[src/rtl/scc_dac_pkg.sv]
// rtl/scc_dac_pkg.sv - shared types, constants and sample scaling for the SCC delta-sigma DAC
package scc_dac_pkg;

    // Gain ramp controller states
    typedef enum logic [1:0] {
        ST_IDLE      = 2'd0,
        ST_RAMP_UP   = 2'd1,
        ST_RUN       = 2'd2,
        ST_RAMP_DOWN = 2'd3
    } gain_state_t;

    localparam int MIDSCALE  = 1024;
    localparam int GAIN_FULL = 256;
    localparam int I1_W      = 17;
    localparam int I2_W      = 19;

    // Signed sample (offset binary minus midscale) times gain/256, rounded toward
    // minus infinity. Gain 256 returns the sample unchanged, gain 0 returns 0.
    function automatic logic signed [11:0] scale_sample(input logic [10:0] sample,
                                                        input logic [8:0]  gain);
        logic signed [11:0] x;
        logic signed [21:0] prod;
        x    = $signed({1'b0, sample} - 12'(MIDSCALE));
        prod = x * $signed({1'b0, gain});
        return 12'(prod >>> 8);
    endfunction

endpackage

[src/rtl/scc_dsm2.sv]
// rtl/scc_dsm2.sv - second-order delta-sigma integrators and comparator
//
// Ports:
//   clk, nreset : clock, asynchronous active-low reset
//   tick        : update enable, one clk wide
//   u           : signed scaled sample, -1024..1023
//   dout        : modulator output bit (feedback +1024 when 1, -1024 when 0)
module scc_dsm2
    import scc_dac_pkg::*;
(
    input  logic               clk,
    input  logic               nreset,
    input  logic               tick,
    input  logic signed [11:0] u,
    output logic               dout
);

    localparam logic [I1_W-1:0] I1_POS = {1'b0, {(I1_W-1){1'b1}}};
    localparam logic [I1_W-1:0] I1_NEG = {1'b1, {(I1_W-1){1'b0}}};
    localparam logic [I2_W-1:0] I2_POS = {1'b0, {(I2_W-1){1'b1}}};
    localparam logic [I2_W-1:0] I2_NEG = {1'b1, {(I2_W-1){1'b0}}};

    logic [I1_W-1:0] i1;
    logic [I2_W-1:0] i2;
    logic [12:0]     fb;
    logic [I1_W:0]   i1_sum;
    logic [I2_W:0]   i2_sum;
    logic [I1_W-1:0] i1_nxt;
    logic [I2_W-1:0] i2_nxt;

    assign fb = dout ? 13'd1024 : 13'h1C00;  // +1024 / -1024

    // Sums are one bit wider than the integrator; a disagreement between the
    // top two bits is an overflow, which clamps toward the sum's sign.
    // The second stage integrates the freshly updated first stage, giving the
    // classic (1 - z^-1)^2 noise shaping.
    always_comb begin
        i1_sum = {i1[I1_W-1], i1}
               + {{(I1_W-11){u[11]}}, u}
               - {{(I1_W-12){fb[12]}}, fb};
        if (i1_sum[I1_W] != i1_sum[I1_W-1])
            i1_nxt = i1_sum[I1_W] ? I1_NEG : I1_POS;
        else
            i1_nxt = i1_sum[I1_W-1:0];

        i2_sum = {i2[I2_W-1], i2}
               + {{(I2_W-I1_W+1){i1_nxt[I1_W-1]}}, i1_nxt}
               - {{(I2_W-12){fb[12]}}, fb};
        if (i2_sum[I2_W] != i2_sum[I2_W-1])
            i2_nxt = i2_sum[I2_W] ? I2_NEG : I2_POS;
        else
            i2_nxt = i2_sum[I2_W-1:0];
    end

    always_ff @(posedge clk or negedge nreset) begin
        if (!nreset) begin
            i1   <= '0;
            i2   <= '0;
            dout <= 1'b0;
        end else if (tick) begin
            i1   <= i1_nxt;
            i2   <= i2_nxt;
            dout <= ~i2_nxt[I2_W-1];
        end
    end

endmodule

[src/rtl/scc_dsm_dac.sv]
// rtl/scc_dsm_dac.sv - SCC audio delta-sigma DAC with soft mute gain ramp
//
// Ports:
//   clk, nreset : system clock, asynchronous active-low reset
//   sound_in    : unsigned 11-bit SCC mix sample, midscale 1024
//   mute        : 1 ramps gain to silence, 0 ramps gain to full scale
//   dac_out     : delta-sigma bitstream for the external RC filter
//   ramp_busy   : gain is ramping
//   running     : gain is at full scale
module scc_dsm_dac
    import scc_dac_pkg::*;
#(
    parameter int CE_DIV     = 2,
    parameter int RAMP_TICKS = 64
) (
    input  logic        clk,
    input  logic        nreset,
    input  logic [10:0] sound_in,
    input  logic        mute,
    output logic        dac_out,
    output logic        ramp_busy,
    output logic        running
);

    localparam logic [3:0] CNT_LAST  = 4'(CE_DIV - 1);
    localparam logic [9:0] STEP_LAST = 10'(RAMP_TICKS - 1);
    localparam logic [8:0] GAIN_MAX  = 9'(GAIN_FULL);

    logic [3:0]         tick_cnt;
    logic               tick;
    logic [10:0]        hold;
    logic [8:0]         gain;
    logic [9:0]         step_cnt;
    gain_state_t        state;
    logic               reversing;
    logic [9:0]         step_eff;
    logic               step_wrap;
    logic signed [11:0] u;

    // With CE_DIV = 1 the counter never leaves 0, so tick stays high.
    assign tick = (tick_cnt == CNT_LAST);

    always_ff @(posedge clk or negedge nreset) begin
        if (!nreset)
            tick_cnt <= '0;
        else if (tick)
            tick_cnt <= '0;
        else
            tick_cnt <= tick_cnt + 4'd1;
    end

    // A reversing ramp treats its first tick as tick one of the new direction
    // with a cleared step count, so the gain never jumps.
    always_comb begin
        reversing = 1'b0;
        if ((state == ST_RAMP_UP && mute) || (state == ST_RAMP_DOWN && !mute))
            reversing = 1'b1;
        step_eff  = reversing ? 10'd0 : step_cnt;
        step_wrap = (step_eff == STEP_LAST);
    end

    always_ff @(posedge clk or negedge nreset) begin
        if (!nreset) begin
            hold      <= 11'(MIDSCALE);
            gain      <= '0;
            step_cnt  <= '0;
            state     <= ST_IDLE;
            ramp_busy <= 1'b0;
            running   <= 1'b0;
        end else if (tick) begin
            hold <= sound_in;
            case (state)
                ST_IDLE: begin
                    gain     <= '0;
                    step_cnt <= '0;
                    if (!mute) begin
                        state     <= ST_RAMP_UP;
                        ramp_busy <= 1'b1;
                    end
                end
                ST_RUN: begin
                    gain     <= GAIN_MAX;
                    step_cnt <= '0;
                    if (mute) begin
                        state     <= ST_RAMP_DOWN;
                        ramp_busy <= 1'b1;
                        running   <= 1'b0;
                    end
                end
                ST_RAMP_UP, ST_RAMP_DOWN: begin
                    if (!mute) begin
                        if (gain == GAIN_MAX) begin
                            state     <= ST_RUN;
                            step_cnt  <= '0;
                            ramp_busy <= 1'b0;
                            running   <= 1'b1;
                        end else if (step_wrap) begin
                            gain     <= gain + 9'd1;
                            step_cnt <= '0;
                            if (gain == GAIN_MAX - 9'd1) begin
                                state     <= ST_RUN;
                                ramp_busy <= 1'b0;
                                running   <= 1'b1;
                            end else begin
                                state <= ST_RAMP_UP;
                            end
                        end else begin
                            step_cnt <= step_eff + 10'd1;
                            state    <= ST_RAMP_UP;
                        end
                    end else begin
                        if (gain == 9'd0) begin
                            state     <= ST_IDLE;
                            step_cnt  <= '0;
                            ramp_busy <= 1'b0;
                        end else if (step_wrap) begin
                            gain     <= gain - 9'd1;
                            step_cnt <= '0;
                            if (gain == 9'd1) begin
                                state     <= ST_IDLE;
                                ramp_busy <= 1'b0;
                            end else begin
                                state <= ST_RAMP_DOWN;
                            end
                        end else begin
                            step_cnt <= step_eff + 10'd1;
                            state    <= ST_RAMP_DOWN;
                        end
                    end
                end
                default: begin
                    state     <= ST_IDLE;
                    gain      <= '0;
                    step_cnt  <= '0;
                    ramp_busy <= 1'b0;
                    running   <= 1'b0;
                end
            endcase
        end
    end

    assign u = scale_sample(hold, gain);

    scc_dsm2 u_dsm2 (
        .clk    (clk),
        .nreset (nreset),
        .tick   (tick),
        .u      (u),
        .dout   (dac_out)
    );

endmodule

[config.mk]
export PLATFORM = sky130hd
export DESIGN_NAME = scc_dsm_dac
export DESIGN_NICKNAME = d
export VERILOG_FILES = /design/src/rtl/scc_dac_pkg.sv /design/src/rtl/scc_dsm2.sv /design/src/rtl/scc_dsm_dac.sv
export SDC_FILE = /design/constraint.sdc
export NUM_CORES = 1
export LEC_CHECK = 0
export BUFFER_PORTS_ARGS = -buffer_cell sky130_fd_sc_hd__buf_2
export CAP_MARGIN = 5
export CORE_MARGIN = 2
export CORE_UTILIZATION = 45
export CTS_BUF_LIST = sky130_fd_sc_hd__clkbuf_16
export CTS_CLUSTER_SIZE = 14
export DETAILED_ROUTE_END_ITERATION = 16
export GPL_ROUTABILITY_DRIVEN = 0
export HOLD_SLACK_MARGIN = 0.02
export PLACE_DENSITY = 0.65
export SETUP_SLACK_MARGIN = 0.5
export SYNTH_ARGS = -nofsm -noshare
export SYNTH_HDL_FRONTEND = slang
export SYNTH_SLANG_ARGS = --single-unit
export TNS_END_PERCENT = 1
[constraint.sdc]
create_clock -name clk -period 10.3 [get_ports clk]
set_input_delay 0.515 -clock clk [delete_from_list [all_inputs] [get_ports clk]]
set_output_delay 0.515 -clock clk [all_outputs]
set_load 0.02 [all_outputs]
==> impl_results.md, run 1 <==
* Status: finished, final reports clean
* Rel. slew slack at 39.3%
* Pre-CTS WS at -0.156 ns
* Htree depth at 3
* Die area at 23700 um^2
* Ratio of cells with drive above 1 in the final layout at 20.5%
* Antenna violations before repair at 0
* Vias in the first global route at 8109
* Setup-failing EPs final at 0
* Worst Setup End Kind: flop
* Most frequent cells after synthesis: inv_1 (221), nand2_1 (143), ha_1 (104), fa_1 (97), dfrtp_1 (74)
* Drc violations at 0
* Req. time, crit path at 10.52 ns
* P&R area growth vs syn at 20.8%
* Post-synthesis sequential area ratio at 18.6%
* Syn Std Cell Area at 10100 um^2
* 1st-iter DRT viols at 389
* Area after DPL at 11100 um^2
* Vias per cell at 5.26
* Tcrit/Tclk final at 99.7%
* Die height at 154 um
* Post-layout min period at 10.27 ns
* Type of the worst min-delay path: input pin to async pin
* Critical path's slowest cell: fa_2
* Crit Path Class: flop to flop
* Net Count, Synth at 1398
* First-pass GRT wire length at 39400 um
* Yosys reg bits at 75
* Placed Cells at 1502
* Post-synth top flop: dfrtp_1
* Final Non-Filler Cells at 1552
* TritonCTS Buffers at 9
* Largest net degree at the start of global routing at 84
* Pre-Repair DR Iteration Count at 4
* Synth cell types at 78
* Most common cell on crit path: fa_1
* RSZ-0062 raised after global routing: yes
* Later-pin clock latency in the skew report at 0.35 ns
* Most common cell in the netlist: inv_1
* Synth Area per Inst at 8.54 um^2
* Clk root buf: clkbuf_16
* Endpoints failing hold at 0
* Area of the multi-input gates at 7740 um^2
* DR vias at 8158
* CTS tree: yes
* Starting Density at 46.0%
* Site Rows at 54
* CTS clock-pin slew for the worst setup and hold paths at 0.06 ns
* Synth area leader: fa_1
* Ports at 17
* Final net count at 1483
* CP Max Fanout at 12
* ANT nets after route at 0
* CP Data Arrival Time at 10.49 ns
* Post-synth EDFFs at 0
* Slew @ Worst Pin at 0.911 ns
* Antenna Cells at 0
* Fin Clk Skew at 0.0158 ns
* Layout fillers at 1895
* Critical Path Start Type: flop
* CTS Buffer Depth at 2
* Post-DP HPWL at 17400 um
* Crit-path max cell delay at 0.60 ns
* Final worst slack at 0.0278 ns
* Ys async rst share at 100%
* Total GRT Usage at 20.3%
* CTS Sinks at 75
* Synth top area cells: fa_1 (19%), dfrtp_1 (18%), ha_1 (13%)
* Post-Route WL at 23200 um
* I/O Buffers at 16
* Post-synth top area share at 19.2%
* Synth Warn # at 0
* Slew Viols, Final at 0
* Register area at 1890 um^2
* Mapped Cells at 1183
* Overflow after GRT at 0
* Die Width at 154 um
* Final Cell Area at 12200 um^2
* WL/cell at 15.0 um
* Cts hold-fix bufs at 0
* # Max-Cap Violations at 0
* Core area at 22000 um^2
* FMAX at 97.3 MHz
[cell type report]
cell class	instances	share of cell area, %
multi-input cells	838	63.5
flip-flops and latches	75	15.5
repair buffers	123	8.95
inverters	221	6.82
well taps	280	2.87
clock buffers	9	1.85
clock inverters	6	0.544
[flip-flops by register name (all words and copies together), names as in the netlist, named ones only]
name         count
gain             9
hold            11
ramp_busy        1
running          1
state            1
step_cnt        10
tick_cnt         4
u_dsm2.dout      1
u_dsm2.i1       17
u_dsm2.i2       19
[critical path, delay by kind of cell (launching register included)]
kind	cells	cell delay (ns)
adders and majority gates	10	4.10
xor gates and xnor gates	1	0.25
AOI/OAI and AO/OA	17	3.11
DFF	1	0.47
and+or+nand+nor	5	0.77
buffers and inverters	14	1.45
[through the flow]
step | hold slack, ns | setup TNS [ns] | utilization (%)
4_1_cts | 0.100 | 0 | 54.5
6_report | 0.101 | 0 | 55.6
5_1_grt | 0.128 | -5.68 | 55.6
3_5_place_dp | 0.471 | -1.32 | 50.5
2_1_floorplan | 0.219 | 0 | -
3_3_place_gp | 0.462 | -0.0199 | 50.5
[worst paths after layout]
kind	slack, ns	end	start	cells after the start
max	0.03	u_dsm2.i2[15]	gain[1]	47
min	0.10	step_cnt[6]	nreset	1
max reg2reg	0.03	u_dsm2.i2[15]	gain[1]	47
min reg2reg	0.48	u_dsm2.i1[14]	u_dsm2.i1[14]	2
max in group asynchronous	9.23	u_dsm2.i1[16]	nreset	2
min in group clk	0.35	hold[2]	sound_in[2]	3
[layout by cell type (no fill, tap or decap), types with 8 or more instances in the layout]
cell,n
xor2_1,25
xnor2_1,31
dfrtp_1,64
and3_1,8
o21ai_1,16
nor3_1,10
buf_4,88
inv_2,10
inv_1,210
o31ai_1,15
ha_4,18
a21oi_1,35
buf_2,15
dfrtp_2,10
a31oi_1,8
nand2_1,141
nor2_1,44
a21o_1,19
nand2b_1,13
ha_1,82
fa_1,94
nand3_1,17
a22o_1,9
buf_6,9
o21ai_0,35
a21oi_2,10
maj3_1,9
and2_1,51
clkbuf_16,9
[kinds of logic after synthesis]
kind of cell | after synthesis | synth area share (%)
simple gates | 337 | 16.5
fa+ha+maj | 211 | 33.1
compound gates | 226 | 15.9
buf+inv | 270 | 10.2
xor+xnor | 60 | 5.20
flops | 75 | 18.6
mux | 4 | 0.434
[what timing repair did]
| action | in CTS | in global routing |
|---|---|---|
| pin swaps | 53 | 31 |
| resized for setup | 69 | 30 |
| cloned | 4 | 0 |
| setup endpoints to repair | 20 | 20 |
| buffers inserted | 18 | 13 |
[metal layers]
metal  GRT usage, %  up-vias  part of all wire (%)
met2           32.2      117                    47
met5              0        -                     0
met3           1.78       19                   3.0
li1               -     4023                     -
met1           30.3     3999                    49
met4           4.72        0                   1.2
Power of run 1 is not shown: default switching activity piles up to over one toggle a cycle in this logic, so the estimate is an artifact.
==> run 2: changes to the inputs <==
--- a/config.mk
+++ b/config.mk
@@ -15,6 +15,7 @@
 export GPL_ROUTABILITY_DRIVEN = 0
 export HOLD_SLACK_MARGIN = 0.02
 export PLACE_DENSITY = 0.65
+export RECOVER_POWER = 50
 export SETUP_SLACK_MARGIN = 0.5
 export SYNTH_ARGS = -nofsm -noshare
 export SYNTH_HDL_FRONTEND = slang
==> run 2 against run 1 <==
Compared with the run above: the flow now finishes with violations (max-capacitance violations, max-slew violations); die area did not move; global-route usage unchanged; utilization is essentially flat; cell area barely moved; count of clock-buffer cells in the layout unchanged; highest routed layer unchanged.
==> impl_results.md, run 2 (synthesized netlist as in run 1, its figures left out) <==
* CTS Buffer Depth at 2
* CTS clock-pin slew for the worst setup and hold paths at 0.07 ns
* Type of the worst min-delay path: input pin to flop
* CTS tree: yes
* Clk root buf: clkbuf_16
* Critical path's slowest cell: fa_2
* Endpoints failing hold at 0
* CP Data Arrival Time at 10.49 ns
* Fin Clk Skew at 0.0154 ns
* Status: finished with violations
* Core area at 22000 um^2
* Pre-Repair DR Iteration Count at 5
* CTS Sinks at 75
* Vias per cell at 5.24
* Max reg flops at 19
* I/O Buffers at 16
* Most common cell on crit path: fa_1
* Most common cell after layout, fill and taps aside: inv_1
* Largest registers: u_dsm2.i2 (19), u_dsm2.i1 (17), hold (11)
* Critical Path Start Type: flop
* Largest net degree at the start of global routing at 84
* Setup-failing EPs final at 0
* Crit-path max cell delay at 0.59 ns
* Layout fillers at 1897
* ANT nets after route at 0
* Final net count at 1483
* Worst Setup End Kind: flop
* Req. time, crit path at 10.52 ns
* Final setup TNS at 0 ns
* P&R area growth vs syn at 20.7%
* Failing checks: max-capacitance violations, max-slew violations
* Post-layout min period at 10.28 ns
* Total GRT Usage at 20.3%
* Antenna violations before repair at 0
* Die height at 154 um
* Largest reg by FF count: u_dsm2.i2
* 1st-iter DRT viols at 380
* Starting Density at 46.0%
* Cts hold-fix bufs at 0
* # Max-Cap Violations at 2
* Die Width at 154 um
* Ports at 17
* Site Rows at 54
* RSZ-0062 raised after global routing: yes
* WL/cell at 15.0 um
* DR vias at 8136
* FMAX at 97.3 MHz
* Rel. slew slack at -68.9%
* Slew Viols, Final at 78
* Later-pin clock latency in the skew report at 0.35 ns
* Post-Route WL at 23200 um
* Slew @ Worst Pin at 2.53 ns
* Drc violations at 0
* Most frequent cells in the layout: inv_1 (210), nand2_1 (141), fa_1 (94)
* Vias in the first global route at 8109
* Tcrit/Tclk final at 99.8%
* Post-DP HPWL at 17400 um
* TritonCTS Buffers at 9
* Antenna Cells at 0
* Die area at 23700 um^2
* First-pass GRT wire length at 39400 um
* Crit Path Class: flop to flop
* Htree depth at 3
* CP Max Fanout at 12
* Ratio of cells with drive above 1 in the final layout at 20.4%
* Overflow after GRT at 0
## run 2: changes by cell type in the layout (fill, tap and decap cells not counted)
cell,before,now
buf_4,88,86
clkbuf_1,0,2
## run 2: worst max-delay path: cells and delay by family (launching register included)
family                   cells  cell delay [ns]
flip-flops                   1             0.47
buffers and inverters       14             1.45
XOR/XNOR                     1             0.25
AND/OR/NAND/NOR              5             0.77
adder cells (fa/ha/maj)     10             4.09
AO/OA/AOI/OAI               17             3.12
## run 2: per-layer routing
layer / GRT usage [%] / vias to the layer above / part of all wire, %
met5: 0 / - / 0
met3: 1.78 / 17 / 2.6
met2: 32.2 / 102 / 47
met1: 30.3 / 3994 / 50
li1: - / 4023 / -
met4: 4.72 / 0 / 1.1
## run 2: worst paths after layout
path | from | endpoint | slack, ns | depth (start not counted)
worst max-delay path | gain[1] | u_dsm2.i2[15] | 0.02 | 47
worst min-delay path | sound_in[2] | hold[2] | 0.35 | 3
worst max register to register | gain[1] | u_dsm2.i2[15] | 0.02 | 47
worst min register to register | u_dsm2.i2[13] | u_dsm2.i2[13] | 0.48 | 2
max in group asynchronous | nreset | u_dsm2.i1[16] | 6.55 | 2
min in group asynchronous | nreset | step_cnt[6] | 0.62 | 1
## run 2: stage by stage
step / setup slack, ns / utilization, % / instances / instance area, um^2 / hold WS [ns]
final: 0.0216 / 55.5 / 1552 / 12200 / 0.353
after global routing: -0.342 / 55.5 / 1552 / 12200 / 0.355
after CTS: 0.279 / 54.5 / 1539 / 12000 / 0.100
after detailed placement: -0.156 / 50.5 / 1502 / 11100 / 0.471
after global placement: -0.0199 / 50.5 / 1502 / 11100 / 0.462
after floorplan: 0.502 / - / 1183 / 10300 / 0.219
## run 2: repair_timing
action	in CTS	in global routing
resized for setup	69	30
endpoints found under the setup margin	20	20
pin swaps	53	31
endpoints found under the hold margin	0	0
setup buffers	18	13
gates cloned	4	0
## run 2: area by class of cell
type	instances	area [um^2]	area share [%]
clock buffer	9	225	1.85
tap	280	350	2.87
clock inverter	6	66.3	0.544
multi-input combinational	838	7740	63.5
timing repair buffer	123	1080	8.90
inverter	221	832	6.82
sequential	75	1890	15.5
Power of run 2 is left out for the same reason.
==> run 3: changes to the inputs <==
--- a/config.mk
+++ b/config.mk
@@ -19,5 +19,6 @@
 export SETUP_SLACK_MARGIN = 0.5
 export SYNTH_ARGS = -nofsm -noshare
 export SYNTH_HDL_FRONTEND = slang
+export SYNTH_HIERARCHICAL = 1
 export SYNTH_SLANG_ARGS = --single-unit
 export TNS_END_PERCENT = 1
==> run 3 against run 2 <==
Compared with the run above: the flow finishes with violations (max-capacitance violations, max-slew violations, negative setup slack); via count down 1.9%; largest cell class unchanged; critical path type unchanged; highest routed layer unchanged; synthesized cell count down 5.8%; utilization increased by 0.18 points; first-iteration DRC count down 3.4%; non-clock buffer count up 49; sequential cell count unchanged; clock skew is 0.0053 ns lower; global-route usage is 0.73 points lower; sequential share of layout area increased by 0.20 points; critical path depth down 5; register-to-register slack worse by 0.15 ns.
==> impl_results.md, run 3 <==
* Synth area leader: fa_1
* Vias per cell at 5.17
* Later-pin clock latency in the skew report at 0.34 ns
* Status: finished with violations
* Antenna Cells at 0
* Placed Cells at 1506
* Post-synth EDFFs at 0
* Post-DP HPWL at 17400 um
* Overflow after GRT at 0
* Synth Area per Inst at 8.83 um^2
* Synth top area cells: fa_1 (20%), dfrtp_1 (19%), ha_1 (14%)
* Starting Density at 45.5%
* Slew Viols, Final at 55
* Setup-failing EPs final at 18
* Final Non-Filler Cells at 1544
* Fin Clk Skew at 0.0101 ns
* Crit Path Class: flop to flop
* ANT nets after route at 0
* Largest delay share family, worst path: adder cells
* Drc violations at 0
* Most common cell after layout, fill and taps aside: inv_1
* Post-Route WL at 22400 um
* Yosys reg bits at 75
* Ports at 17
* Req. time, crit path at 10.58 ns
* Total GRT Usage at 19.6%
* First-pass GRT wire length at 37500 um
* Post-synth top area share at 19.8%
* CTS clock-pin slew for the worst setup and hold paths at 0.06 ns
* Post-synthesis sequential area ratio at 19.1%
* Clk root buf: clkbuf_16
* CTS Buffer Depth at 2
* Vias in the first global route at 7912
* Net Count, Synth at 1332
* Die area at 23000 um^2
* WL/cell at 14.5 um
* Htree depth at 3
* Largest registers: u_dsm2/i2 (19), u_dsm2/i1 (17), hold (11)
* Final worst slack at -0.128 ns
* Most frequent cells after synthesis: inv_1 (194), nand2_1 (130), ha_1 (107), fa_1 (97), dfrtp_1 (74)
* Ys async rst share at 100%
* Worst Setup End Kind: flop
* Post-synth top flop: dfrtp_1
* RSZ-0062 raised after global routing: yes
* Ratio of cells with drive above 1 in the final layout at 24.0%
* Max reg flops at 19
* Syn Std Cell Area at 9830 um^2
* Layout fillers at 1960
* 1st-iter DRT viols at 367
* Crit-path max cell delay at 0.59 ns
* FMAX at 95.9 MHz
* Mapped Cells at 1114
* Largest reg by FF count: u_dsm2/i2
* Endpoints failing hold at 0
* Core area at 21600 um^2
* Failing checks: max-capacitance violations, max-slew violations, negative setup slack
* Die height at 152 um
* Crit path buffers/inverters at 9
* Post-layout min period at 10.43 ns
* Type of the worst min-delay path: input pin to flop
* Cts hold-fix bufs at 0
* CP Max Fanout at 7
* Most common cell on crit path: fa_1
* Final net count at 1477
* Synth cell types at 80
* # Max-Cap Violations at 1
* Rel. slew slack at -101%
* Slew @ Worst Pin at 3.02 ns
* Die Width at 152 um
* I/O Buffers at 16
* Pre-Repair DR Iteration Count at 5
* Most common cell in the netlist: inv_1
* CTS tree: yes
* Antenna violations before repair at 0
* TritonCTS Buffers at 9
* Tcrit/Tclk final at 101%
* Most frequent cells in the layout: inv_1 (182), buf_4 (148), nand2_1 (129)
* Largest net degree at the start of global routing at 55
* Critical Path Start Type: flop
* Site Rows at 54
* P&R area growth vs syn at 22.5%
* DR vias at 7979
* CTS Sinks at 75
* CP Data Arrival Time at 10.70 ns
* Synth Warn # at 6
* Critical path's slowest cell: dfstp_2
## run 3: path summary, 6_finish.rpt
path	from	end	slack (ns)	cells past startpoint
min	sound_in[0]	hold[0]	0.36	3
min reg2reg	tick_cnt[3]	tick_cnt[3]	0.49	1
max in group asynchronous	nreset	gain[1]	6.11	2
max	hold[10]	u_dsm2/i2[2]	-0.13	42
min in group asynchronous	nreset	u_dsm2/i1[9]	0.48	1
max reg2reg	hold[10]	u_dsm2/i2[2]	-0.13	42
## run 3: timing repair
action,4_1_cts,5_1_grt
pin swaps,4,47
setup buffers,2,17
gates resized for setup,18,49
cloned,0,3
endpoints found under the setup margin,20,20
## run 3: logic make-up after synthesis
family / Yosys count / share of synthesized area [%]
compound gates: 194 / 14.6
simple gates: 330 / 16.6
buf+inv: 235 / 9.33
flops: 75 / 19.1
mux: 7 / 0.738
fa+ha+maj: 208 / 33.8
xor+xnor: 65 / 5.87
## run 3: worst reg2reg max path, delay by kind of cell (launching register included)
| family | cells | cell delay, ns |
|---|---|---|
| adders and majority gates | 11 | 4.22 |
| AOI/OAI and AO/OA | 14 | 3.35 |
| and+or+nand+nor | 6 | 1.03 |
| buffers and inverters | 9 | 0.76 |
| DFF | 1 | 0.59 |
| xor gates and xnor gates | 2 | 0.43 |
## run 3: routing by layer
metal  wire length, um  GRT usage [%]  vias up  part of all wire, %
met1             11000           27.9     3933                   49
li1                  -              -     3926                    -
met2             10600           32.8      107                   48
met4               220           4.05        0                 0.98
met3               551           1.80       13                  2.5
met5                 0              0        -                    0
## run 3: final cells by class
type / instances / area [um^2] / share of cell area, %
Multi-Input combinational cell: 806 / 7470 / 62.0
Sequential cell: 75 / 1890 / 15.7
Timing Repair Buffer: 172 / 1310 / 10.9
Inverter: 195 / 734 / 6.10
Tap cell: 280 / 350 / 2.91
Clock buffer: 9 / 225 / 1.87
Clock inverter: 7 / 58.8 / 0.488
## run 3: per-stage QoR
stage	cell area, um^2	worst slack (ns)	utilization (%)	setup TNS (ns)	hold slack (ns)
floorplan	10100	-0.0351	-	-0.357	0.219
global placement	11300	-0.0278	52.3	-0.0973	0.443
detailed placement	11300	-0.199	52.3	-2.90	0.443
CTS	11700	-0.0940	54.0	-0.672	0.0797
global route	12000	-0.509	55.7	-9.25	0.359
finish	12000	-0.128	55.7	-1.71	0.360
Power of run 3 is left out for the same reason.
